`config.mk`:
```
export PLATFORM = sky130hd
export DESIGN_NAME = otp_stream_cipher
export DESIGN_NICKNAME = d
export VERILOG_FILES = /design/src/rtl/otp_stream_cipher.sv
export SDC_FILE = /design/constraint.sdc
export NUM_CORES = 1
export LEC_CHECK = 0
export ABC_AREA = 1
export CORE_AREA = 2 2 114 116
export CTS_CLUSTER_DIAMETER = 120
export DETAILED_ROUTE_END_ITERATION = 10
export DIE_AREA = 0 0 116 118
export PLACE_DENSITY = 0.9
export SYNTH_ARGS = -nofsm -noshare
export SYNTH_HDL_FRONTEND = slang
export SYNTH_SLANG_ARGS = --single-unit
```
`constraint.sdc`:
```
create_clock -name clk -period 4 [get_ports clk]
set_input_delay 0.8 -clock clk [delete_from_list [all_inputs] [get_ports clk]]
set_output_delay 0.8 -clock clk [all_outputs]
set_load 0.03 [all_outputs]
```
`src/rtl/otp_stream_cipher.sv`:
```
// One-time-pad encrypt/decrypt engine: LFSR pad generator, DEPTH-slot pad store, one output register.
// Define OTP_BURN_EN to clear and zero a slot after its first successful decrypt.
module otp_stream_cipher #(
    parameter int unsigned       DATA_W    = 8,
    parameter int unsigned       DEPTH     = 16,
    parameter int unsigned       LFSR_W    = 16,
    parameter logic [LFSR_W-1:0] LFSR_TAPS = 16'hB400,
    parameter logic [LFSR_W-1:0] LFSR_SEED = 16'h0001,
    localparam int unsigned      IDX_W     = $clog2(DEPTH)
) (
    input  logic              clk,
    input  logic              rst_n,
    input  logic              clr,
    input  logic              in_valid,
    output logic              in_ready,
    input  logic              in_mode,
    input  logic [DATA_W-1:0] in_data,
    input  logic [IDX_W-1:0]  in_idx,
    output logic              out_valid,
    input  logic              out_ready,
    output logic [DATA_W-1:0] out_data,
    output logic [IDX_W-1:0]  out_idx,
    output logic              out_err,
    output logic              pad_full
);

    localparam logic [LFSR_W-1:0] SeedEff = (LFSR_SEED == '0) ? LFSR_W'(1) : LFSR_SEED;

    function automatic logic [LFSR_W-1:0] lfsr_step(input logic [LFSR_W-1:0] s);
        return {s[LFSR_W-2:0], ^(s & LFSR_TAPS)};
    endfunction

    logic [LFSR_W-1:0] lfsr_q, lfsr_d, lfsr_adv;
    logic [IDX_W-1:0]  wr_ptr_q, wr_ptr_d;
    logic [DEPTH-1:0]  valid_q, valid_d;
    logic              pad_full_q, pad_full_d;
    logic              out_valid_q, out_valid_d;
    logic [DATA_W-1:0] out_data_q, out_data_d;
    logic [IDX_W-1:0]  out_idx_q, out_idx_d;
    logic              out_err_q, out_err_d;

    logic [DATA_W-1:0] pad_mem_q [DEPTH];
    logic              mem_we;
    logic [IDX_W-1:0]  mem_addr;
    logic [DATA_W-1:0] mem_wdata;

    logic              accept;
    logic [DATA_W-1:0] pad;

    assign in_ready = !clr && (!out_valid_q || out_ready);
    assign accept   = in_valid && in_ready;
    assign pad      = lfsr_q[DATA_W-1:0];

    always_comb begin
        lfsr_adv = lfsr_q;
        for (int i = 0; i < DATA_W; i++) begin
            lfsr_adv = lfsr_step(lfsr_adv);
        end
    end

    always_comb begin
        lfsr_d      = lfsr_q;
        wr_ptr_d    = wr_ptr_q;
        valid_d     = valid_q;
        pad_full_d  = pad_full_q;
        out_valid_d = out_valid_q;
        out_data_d  = out_data_q;
        out_idx_d   = out_idx_q;
        out_err_d   = out_err_q;
        mem_we      = 1'b0;
        mem_addr    = wr_ptr_q;
        mem_wdata   = pad;

        if (accept) begin
            // Rejections default to err with zeroed payload; success paths override.
            out_valid_d = 1'b1;
            out_err_d   = 1'b1;
            out_data_d  = '0;
            out_idx_d   = '0;
            if (!in_mode) begin
                if (!pad_full_q) begin
                    out_data_d        = in_data ^ pad;
                    out_idx_d         = wr_ptr_q;
                    out_err_d         = 1'b0;
                    mem_we            = 1'b1;
                    valid_d[wr_ptr_q] = 1'b1;
                    wr_ptr_d          = wr_ptr_q + IDX_W'(1);
                    lfsr_d            = lfsr_adv;
                    if (wr_ptr_q == IDX_W'(DEPTH - 1)) begin
                        pad_full_d = 1'b1;
                    end
                end
            end else begin
                out_idx_d = in_idx;
                if (valid_q[in_idx]) begin
                    out_data_d = in_data ^ pad_mem_q[in_idx];
                    out_err_d  = 1'b0;
`ifdef OTP_BURN_EN
                    valid_d[in_idx] = 1'b0;
                    mem_we          = 1'b1;
                    mem_addr        = in_idx;
                    mem_wdata       = '0;
`endif
                end
            end
        end else if (out_ready) begin
            out_valid_d = 1'b0;
        end

        // clr never coincides with an accept, so it only touches store bookkeeping.
        if (clr) begin
            wr_ptr_d   = '0;
            valid_d    = '0;
            pad_full_d = 1'b0;
        end
    end

    always_ff @(posedge clk) begin
        if (!rst_n) begin
            lfsr_q      <= SeedEff;
            wr_ptr_q    <= '0;
            valid_q     <= '0;
            pad_full_q  <= 1'b0;
            out_valid_q <= 1'b0;
            out_data_q  <= '0;
            out_idx_q   <= '0;
            out_err_q   <= 1'b0;
        end else begin
            lfsr_q      <= lfsr_d;
            wr_ptr_q    <= wr_ptr_d;
            valid_q     <= valid_d;
            pad_full_q  <= pad_full_d;
            out_valid_q <= out_valid_d;
            out_data_q  <= out_data_d;
            out_idx_q   <= out_idx_d;
            out_err_q   <= out_err_d;
        end
    end

    always_ff @(posedge clk) begin
        if (mem_we) begin
            pad_mem_q[mem_addr] <= mem_wdata;
        end
    end

    assign out_valid = out_valid_q;
    assign out_data  = out_data_q;
    assign out_idx   = out_idx_q;
    assign out_err   = out_err_q;
    assign pad_full  = pad_full_q;

endmodule

```
Word-level counts from Yosys, hierarchy flattened
Memories as Yosys holds them, arrays and structs flattened. Index checks and enable logic that the tools add are counted. W data, S select, Z words.

Register bits: 51. RAM bits: 128. Output and inout bits: 16. Word-level logic and storage cells: 59. Memories: 1.

Add/subtract/negate cells: 1. Order comparisons: 3. Equal/unequal tests: 1. Mux-type cells: 21. Bitwise gates (word level): 6. Reductions and logical operators: 18.

Memories: pad_mem_q (depth 16, width 8, read ports 1, clocked after Yosys merged registers in 0, wr ports 1, RTL line 42) `logic [DATA_W-1:0] pad_mem_q [DEPTH];`.

Operators with widths (count): $reduce_xor A16 Y1 (8); $mux W8 (3); $or A16 B16 Y16 (1); $xor A8 B8 Y8 (2); $mux W1 (14); $lt A4 B5 Y1 const B (2); $mux W4 (2); $add A4 B1 Y4 const B (1); $bmux W1 S4 (1); $demux W1 S4 (1); $eq A4 B4 Y1 const B (1); $ge A4 B1 Y1 const B (1); $logic_and A1 B1 Y1 (3); $not A1 Y1 (3); $reduce_and A3 Y1 (1); $logic_not A1 Y1 (2); $reduce_and A2 Y1 (1); $reduce_bool A2 Y1 (1); $reduce_or A2 Y1 (1); $logic_or A1 B1 Y1 (1).

Longest topological paths before layout
Gate-level depths: netlist of the first run.

Depth after elaboration: 7. Gate-level depth with buffers: 14. Mapped depth without buffers: 12.

Least setup slack after synthesis of the first run
OpenSTA, ideal clock, no wires.

Path type: in2reg. Start point: input out_ready. End point: memory pad_mem_q[12][0] (enable). Library setup time: 0.343 ns. Arrival time: 1.830 ns. Data required time: 3.657 ns. Slack: 1.827 ns. Stages on the path: 7. Path buffers: 1. Path through: nor2_1 -> nor3b_4 -> nand2_2 -> inv_2 -> buf_6 -> nand2_4 -> nor2_2.

Longest elaborated chain between the ends: 6.

Ends and longest elaborated chain: start: declaration (RTL line 20) `input logic out_ready,`; $logic_or A1 B1 Y1 (RTL line 50) `assign in_ready = !clr && (!out_valid_q || out_ready);`; $logic_and A1 B1 Y1 (RTL line 50); $logic_and A1 B1 Y1 (RTL line 51) `assign accept = in_valid && in_ready;`; $mux W1 (RTL line 74) `if (accept) begin`; $mux W1 (RTL line 141) `if (mem_we) begin`; $mux W1 (not written as such) (RTL line 142) `pad_mem_q[mem_addr] <= mem_wdata;`; end: declaration (RTL line 42).

No other way between the ends.

Worst setup path after layout of the first run
Start point: input rst_n. End point: register valid_q[13].

Longest elaborated chain between the ends: 2.

Ends and longest elaborated chain: start: declaration (RTL line 12) `input logic rst_n,`; $not A1 Y1 (no source line); $reduce_or A2 Y1 (no source line); end signal: assignment (RTL line 131) `valid_q <= valid_d;`; end: declaration (RTL line 35) `logic [DEPTH-1:0] valid_q, valid_d;`.

No other way between the ends. A chain may end at the register's enable or synchronous reset.

==> out/metrics.yaml, run 1 <==
floorplanning:
  die_w_um: 116
  start_util_pct: 64.28
  dieArea_um2: 13690
  dieHeight_um: 118
  coreArea_um2: 12410
  ios: 34
  rows: 41
route:
  drtIter0Drc: 1069
  route.vias.total: 5983
  viasPerCell: 5.753
  first_pass_iters: 7
  wire_per_inst_um: 18.56
  drcViolationCount: 0
  ant_nets: 0
  wl_um: 19300
synth:
  synth_top_area_cell: "edfxtp_1"
  yosys_warnings: 0
  async_flop_share_pct: 0
  yosys.area.top_type_share_pct: 48.17
  yosysMostFrequentCell: "nand2_1"
  ys_seq_area_share_pct: 60.96
  syn_area_um2: 7980
  synth_edf_count: 128
  syn-num-nets: 859
  synth.cells.most_frequent: "nand2_1, edfxtp_1, nor2_1, nand3_1, inv_1"
  ys_top_cells_by_area: "edfxtp_1, dfxtp_1, nand2_1, nand3_1, nor2_1"
  ys_types: 35
  synth.avg_cell_area_um2: 9.534
  netlist_instances: 837
  synth_flop_cell: "edfxtp_1"
  ys_ff_latch: 179
global_routing:
  grt_pass1_vias: 5726
  overflow: 0
  grt_pass1_wl_um: 29990
  grt_max_degree: 79
  antenna_found_initial: 0
  globalRouteTotalUtil_pct: 29.20
critical_path:
  timing.critical_path.mode_cell: "nor2_1"
  path_class: "input port to flip-flop"
  start_kind: "input port"
  r2r_slack_ps: 1660
  arrival_ps: 3420
  crit_slowest_cell: "clkdlybuf4s50_1"
  r2r_cells: 7
  cp_max_fo: 21
  crit_required_ps: 4340
  r2r-start: "out_valid$_SDFFE_PN0P_"
  reg2reg_to: "pad_mem_q[1][3]$_DFFE_PP_"
  critPathMaxStageDelay_ps: 880
  cp_cell_sequence: "clkdlybuf4s50_1, inv_1, nor2_1, clkinv_1, nor2_1"
  cp-end-kind: "flip-flop"
power:
  internal_power_w: 0.003076
  p_seq_share_pct: 51.1
  combPwrFrac_pct: 7.4
  leakagePower_nw: 3.513
  vdd_drop_max_mv: 0.2636
  p_sw_share_pct: 23.14
  powerDensity_nw_per_um2: 449.0
  p_switching_w: 0.0009259
  total_power_w: 0.004002
  pwr-share-clk_pct: 41.5
timing:
  fmax_ghz: 0.3242
  post-route-period-util_pct: 77.12
  hold_ws_ps: 481.5
  rsz0062_at_grt: "no"
  maxSlewViolCount: 0
  setup_viol: 0
  layout_min_cycle_time_ps: 3085
  slew_headroom_pct: 29.24
  tightest_slew_ps: 1060
  fin_tns_setup_ps: 0
  finalHoldViolCount: 0
  fin_skew_ps: 6.444
final_layout:
  fin_nets: 877
  area_growth_pct: 11.70
  n_antenna_cell: 0
  drive_gt1_share_pct: 7.719
  instances_no_fill: 1040
  multi_input_area_um2: 2524
  stdcell_area_um2: 8914
  fillers: 817
  register_area_um2: 4865
cts:
  clk_pin_slew_worst_paths_ps: 70
  cts-root-buf: "clkbuf_16"
  clock_sinks: 179
  hold_buffers: 0
  clk_latency_ps: 430
  cts_max_path_buffers: 2
  postCtsResizedCells: 0
  cts-htree-levels: 4
  cts_tree: "done"
  post_cts_buffers: 0
  cts_inserted_buffers: 17
place:
  port_buffers: 33
  place_inst: 1008
  dpl.hpwl_um: 11610
  placed_area_um2: 8317
  gp_congestion: 0.8783
min_path:
  hold_end: "valid_q[0]$_SDFFE_PP0P_"
  worstHoldPathType: "flip-flop to flip-flop"
  min_from: "valid_q[0]$_SDFFE_PP0P_"
  holdPathStages: 2
run:
  cap_violations: 0
status:
  status: "finished clean"
registers in the layout (all words and copies together), names as in the netlist:
signal	cells
lfsr_q	16
mem_addr	4
out_data	8
out_err	1
out_idx	4
out_valid	1
pad_full	1
pad_mem_q	128
valid_q	16
cell families (layout without fill, tap and decap cells):
kind of cell             count (synthesis)  after routing  synth area share, %
AO/OA/AOI/OAI                           75             75                5.002
flip-flops                             179            179                60.96
AND/OR/NAND/NOR                        421            421                23.03
XOR/XNOR                                27             27                2.963
buffers and inverters                  131            162                7.416
adder cells (fa/ha/maj)                  4              4               0.6272
worst max path at each step:
stage / start / endpoint / slack (ps) / cells after the start
floorplan: out_ready / pad_mem_q[12][0]$_DFFE_PP_ / 1830 / 7
global placement: rst_n / valid_q[13]$_SDFFE_PP0P_ / 720 / 5
detailed placement: rst_n / valid_q[13]$_SDFFE_PP0P_ / 700 / 5
CTS: rst_n / valid_q[13]$_SDFFE_PP0P_ / 1000 / 5
global route: rst_n / valid_q[13]$_SDFFE_PP0P_ / 680 / 5
finish: rst_n / valid_q[13]$_SDFFE_PP0P_ / 920 / 5
cell type report:
type / instances / share of cell area [%]
flip-flops and latches: 179 / 54.58
clock inverters: 12 / 1.460
inverters: 92 / 3.930
repair buffers: 38 / 4.071
clock buffers: 20 / 5.236
multi-input cells: 527 / 28.31
well taps: 172 / 2.414
stage by stage:
step                worst slack [ps]  utilization, %
global route                   685.0           71.80
finish                         915.3           71.80
global placement               719.2           66.99
CTS                            998.7           71.80
floorplan                       1827               -
detailed placement             696.3           66.99
worst max-delay path, delay by kind of cell:
family / cells / cell delay [ps]
and+or+nand+nor: 2 / 720
buffers and inverters: 3 / 1900
cells in the final DEF (no fill, tap or decap), types with 2 or more instances in the layout:
cell type        count
a31oi_1              3
clkinv_4             3
ha_1                 4
nor2_2              13
nor2_1              98
clkinv_1             3
or2_1                3
dfxtp_1             51
nand3_1             93
inv_2                2
nand2_4              3
o21ai_1              3
clkinv_2             2
nor2_4               4
inv_1               85
bufinv_16            2
nand2_1            200
edfxtp_1           128
nand3b_1             2
clkinvlp_4           2
a21oi_1             25
buf_4                5
clkbuf_8             3
clkinvlp_2           2
o211ai_1             4
xor2_1               3
o21ai_0             37
xnor2_1             24
clkbuf_16           17
inv_4                2
clkdlybuf4s50_1     32
routing by layer:
metal / vias to the layer above / GRT usage [%] / routed length, um
met1: 2801 / 36.92 / 7230
met5: - / 0 / 0
met4: 0 / 13.10 / 803
met3: 82 / 7.724 / 1720
met2: 342 / 47.04 / 9545
li1: 2758 / - / -
power groups by stage:
stage          Sequential, W  Combinational, W  Clock, W
2_1_floorplan        0.00208          0.000192         0
3_3_place_gp         0.00208          0.000275         0
3_5_place_dp         0.00209          0.000284         0
4_1_cts              0.00205          0.000290   0.00166
5_1_grt              0.00205          0.000322   0.00173
6_report             0.00205          0.000296   0.00166
Note: power is estimated with default switching activity, not from simulation.
==> inputs of run 2 (changes only) <==
- CORE_AREA: 2 2 114 116 -> 2 2 119 121
- DIE_AREA: 0 0 116 118 -> 0 0 121 123
- PLACE_DENSITY: 0.9 -> 0.84
- clock period: 4 -> 3.2 ns (I/O delays scaled with it)
==> run 2 against run 1 <==
Power up 20%. Critical path type is now input port to primary output. Wire length down 4.7%. Clock power rose by 13%. Sequential cell count unchanged. Highest routed layer unchanged. Worst hold slack worse by 5.8 ps. Largest cell class unchanged. Clock-buffer cell count is 3 higher. Sequential share of layout area about the same. Largest power group unchanged. Non-clock buffer count is 6 higher.
==> out/metrics.yaml, run 2 (synthesis gave the netlist of run 1 again) <==
timing:
  setup_viol: 0
  post-route-period-util_pct: 81.96
  layout_min_cycle_time_ps: 2623
  finalHoldViolCount: 0
  fin_tns_setup_ps: 0
  setup_ws_ps: 577.4
  fin_skew_ps: 8.929
  maxSlewViolCount: 0
  slew_headroom_pct: 32.54
  rsz0062_at_grt: "no"
  fmax_ghz: 0.3813
  tightest_slew_ps: 1011
global_routing:
  globalRouteTotalUtil_pct: 25.78
  antenna_found_initial: 0
  grt_pass1_vias: 5488
  overflow: 0
  grt_pass1_wl_um: 28460
  grt_max_degree: 79
route:
  top_layer: "met4"
  viasPerCell: 5.525
  route.vias.total: 5823
  ant_nets: 0
  drtIter0Drc: 946
  first_pass_iters: 5
  route.met3.wl_um: 1388
  drt-met1-wl_um: 7149
  drcViolationCount: 0
  wl_um: 18400
  wire_per_inst_um: 17.46
  dr_wl_met2_um: 9221
final_layout:
  largestRegisters: "pad_mem_q (128), lfsr_q (16), valid_q (16)"
  n_antenna_cell: 0
  final_common_cell: "nand2_1"
  largest_reg_flops: 128
  fin_nets: 883
  final_util_pct: 65.52
  register_area_um2: 4865
  mostFrequentLayoutCells: "nand2_1, edfxtp_1, nor2_1"
  area_growth_pct: 11.76
  multi_input_area_um2: 2524
  fillers: 1012
  stdcell_area_um2: 8919
  top_register: "pad_mem_q"
  drive_gt1_share_pct: 7.208
critical_path:
  crit_family: "buffers and inverters"
  cp-end-kind: "primary output"
  cp_cell_sequence: "clkdlybuf4s50_1, nor2_1, nor2_1, clkdlybuf4s50_1"
  start_kind: "input port"
  crit_required_ps: 2560
  crit_slowest_cell: "clkdlybuf4s50_1"
  arrival_ps: 1980
  crit_buf_inv: 2
  path_class: "input port to primary output"
  critPathMaxStageDelay_ps: 610
  cp_max_fo: 3
cts:
  postCtsResizedCells: 0
  cts_max_path_buffers: 2
  clk_latency_ps: 430
  post_cts_buffers: 0
  cts_tree: "done"
  cts_inserted_buffers: 17
  cts-htree-levels: 4
  hold_buffers: 0
  clock_sinks: 179
  cts-root-buf: "clkbuf_16"
  clk_pin_slew_worst_paths_ps: 60
power:
  vdd_drop_max_mv: 0.3342
  leakagePower_nw: 3.524
  powerDensity_nw_per_um2: 539.4
  total_power_w: 0.004811
place:
  port_buffers: 33
  placed_area_um2: 8397
  dpl.hpwl_um: 11310
  dp_slack_ps: 550.3
  gp_congestion: 0.9215
run:
  cap_violations: 0
floorplanning:
  dieHeight_um: 123
  die_w_um: 121
  rows: 43
  dieArea_um2: 14880
  ios: 34
  coreArea_um2: 13610
  start_util_pct: 58.63
min_path:
  worstHoldPathType: "flip-flop to flip-flop"
status:
  status: "finished clean"
## run 2: cell count changes in the layout (fill, tap and decap cells not counted), moves of 2 or more
cell,before,now
clkbuf_1,0,5
clkinv_1,3,8
buf_4,5,9
clkinv_4,3,0
buf_12,0,2
clkbuf_8,3,1
clkinvlp_2,2,0
clkinvlp_4,2,0
## run 2: layer usage
metal,GRT usage [%],vias up
li1,-,2767
met1,32.36,2733
met2,42.84,265
met3,5.074,58
met4,13.08,0
met5,0,-
## run 2: final cells by class
| cell class | instances | share of cell area, % |
|---|---|---|
| Clock buffer | 23 | 5.135 |
| Multi-Input combinational cell | 527 | 28.30 |
| Inverter | 92 | 3.928 |
| Sequential cell | 179 | 54.55 |
| Clock inverter | 9 | 0.7155 |
| Tap cell | 180 | 2.525 |
| Timing Repair Buffer | 44 | 4.854 |
## run 2: worst min-delay path: cells and delay by family (launching register included)
family,cells,cell delay (ps)
flops,1,330
simple gates,2,120
## run 2: path summary, 6_finish.rpt
check / to / slack (ps) / start / cells after the start
worst min-delay path: valid_q[3]$_SDFFE_PP0P_ / 480 / valid_q[3]$_SDFFE_PP0P_ / 2
worst min register to register: valid_q[3]$_SDFFE_PP0P_ / 480 / valid_q[3]$_SDFFE_PP0P_ / 2
worst max register to register: pad_mem_q[8][2]$_DFFE_PP_ / 1320 / pad_full$_SDFFE_PP0P_ / 5
worst max-delay path: in_ready / 580 / out_ready / 4
## run 2: through the flow
| step | std cells | hold WS [ps] |
|---|---|---|
| 5_1_grt | 1054 | 492.8 |
| 2_1_floorplan | 837 | 440.2 |
| 3_3_place_gp | 1022 | 448.9 |
| 6_report | 1054 | 475.7 |
| 3_5_place_dp | 1022 | 458.7 |
| 4_1_cts | 1054 | 474.2 |
## run 2: power breakdown
part | internal (W) | switching, W | total (W)
registers | 0.00250 | 0.0000509 | 0.00256
clock network | 0.00107 | 0.000809 | 0.00188
logic | 0.000139 | 0.000234 | 0.000373
==> inputs of run 3 (changes only) <==
- clock period: 3.2 -> 2.7 ns (I/O delays scaled with it)
==> run 3 against run 2 <==
Critical path type unchanged. Clock-buffer cell count down 3. Largest cell class unchanged. Critical path depth unchanged. Sequential power up 18%. Largest power group unchanged. Setup slack worse by 320 ps. Die area unchanged. Cell area up 1.8%.
==> out/metrics.yaml, run 3 (synthesis gave the netlist of run 1 again) <==
status:
  status: "finished clean"
global_routing:
  globalRouteTotalUtil_pct: 26.35
  grt_util_met2_pct: 44.28
  grt_pass1_wl_um: 29130
  top_usage_layer: "met2"
  antenna_found_initial: 0
  grt_max_degree: 79
  overflow: 0
  use_met3_pct: 5.028
  use_met1_pct: 33.51
  grt_pass1_vias: 5633
min_path:
  worstHoldPathType: "flip-flop to flip-flop"
place:
  port_buffers: 33
  dp_slack_ps: 247.4
  dpl.hpwl_um: 11930
  gp_congestion: 0.9209
route:
  drtIter0Drc: 761
  first_pass_iters: 5
  wire_per_inst_um: 17.46
  viasPerCell: 5.549
  wl_um: 18650
  drcViolationCount: 0
  ant_nets: 0
  route.vias.total: 5926
final_layout:
  area_growth_pct: 13.73
  largestRegisters: "pad_mem_q (128), lfsr_q (16), valid_q (16)"
  mostFrequentLayoutCells: "nand2_1, edfxtp_1, nor2_1"
  fin_nets: 897
  final_common_cell: "nand2_1"
  fillers: 1014
  top_register: "pad_mem_q"
  drive_gt1_share_pct: 9.685
  largest_reg_flops: 128
  n_antenna_cell: 0
  final_util_pct: 66.68
cts:
  hold_buffers: 0
  post_cts_buffers: 0
  cts_max_path_buffers: 2
  cts_tree: "done"
  cts-htree-levels: 4
  cts_inserted_buffers: 17
  cts-root-buf: "clkbuf_16"
  clock_sinks: 179
  postCtsResizedCells: 0
  clk_pin_slew_worst_paths_ps: 60
  clk_latency_ps: 430
power:
  leakagePower_nw: 3.625
  powerDensity_nw_per_um2: 641.4
  vdd_drop_max_mv: 0.4419
critical_path:
  start_kind: "input port"
  cp_max_fo: 3
  crit_required_ps: 2160
  path_class: "input port to primary output"
  cp-end-kind: "primary output"
  arrival_ps: 1910
floorplanning:
  dieArea_um2: 14880
  start_util_pct: 58.63
  dieHeight_um: 123
  die_w_um: 121
  ios: 34
  coreArea_um2: 13610
  rows: 43
timing:
  finalHoldViolCount: 0
  layout_min_cycle_time_ps: 2445
  setup_ws_ps: 255.0
  tightest_slew_ps: 975.6
  rsz0062_at_grt: "no"
  maxSlewViolCount: 0
  fin_skew_ps: 7.271
  fmax_ghz: 0.4090
  fin_tns_setup_ps: 0
  setup_viol: 0
  slew_headroom_pct: 34.87
  post-route-period-util_pct: 90.56
run:
  cap_violations: 0
-- run 3: cell count changes in the layout (fill, tap and decap cells not counted), sizes merged --
cell,previous run,this run
buf,12,26
inv,89,93
clkbuf,23,20
clkinv,11,9
clkinvlp,0,1
-- run 3: power by group --
group          internal, W  switching [W]  leakage (nW)
combinational     0.000176       0.000301          1.73
sequential         0.00297      0.0000453          1.61
clock              0.00132        0.00101         0.281
-- run 3: path summary, 6_finish.rpt --
check	from	to	slack, ps	cells past startpoint
worst max-delay path	out_ready	in_ready	250	4
worst min-delay path	valid_q[10]$_SDFFE_PP0P_	valid_q[10]$_SDFFE_PP0P_	470	2
worst max register to register	out_valid$_SDFFE_PN0P_	pad_mem_q[9][2]$_DFFE_PP_	920	7
worst min register to register	valid_q[10]$_SDFFE_PP0P_	valid_q[10]$_SDFFE_PP0P_	470	2
-- run 3: layout make-up --
type                    instances  area, um2  area share, %
flip-flops and latches        179       4865          53.60
multi-input cells             527       2524          27.81
repair buffers                 58      550.5          6.066
clock buffers                  20      456.7          5.032
inverters                      92      350.3          3.860
well taps                     180      225.2          2.481
clock inverters                12      105.1          1.158
-- run 3: per-stage QoR --
step | hold WS, ps | cells | instance area (um2) | power, W
after CTS | 472.6 | 1068 | 9076 | 0.005825
after floorplan | 440.2 | 837 | 7980 | 0.003364
after detailed placement | 457.8 | 1036 | 8514 | 0.003536
after global placement | 449.0 | 1036 | 8514 | 0.003522
final | 467.1 | 1068 | 9076 | 0.005822
after global routing | 497.8 | 1068 | 9076 | 0.005996
-- run 3: worst max-delay path, stage by stage --
cell and delay [ps]:
clkdlybuf4s50_1 400, nor2_1 290, nor2_1 70, clkdlybuf4s50_1 600
-- run 3: routing by layer --
layer	routed length, um	vias to the layer above	part of all wire, %
met3	1393	49	7.5
met1	7365	2803	39
met5	0	-	0
li1	-	2794	-
met4	561	0	3.0
met2	9330	280	50
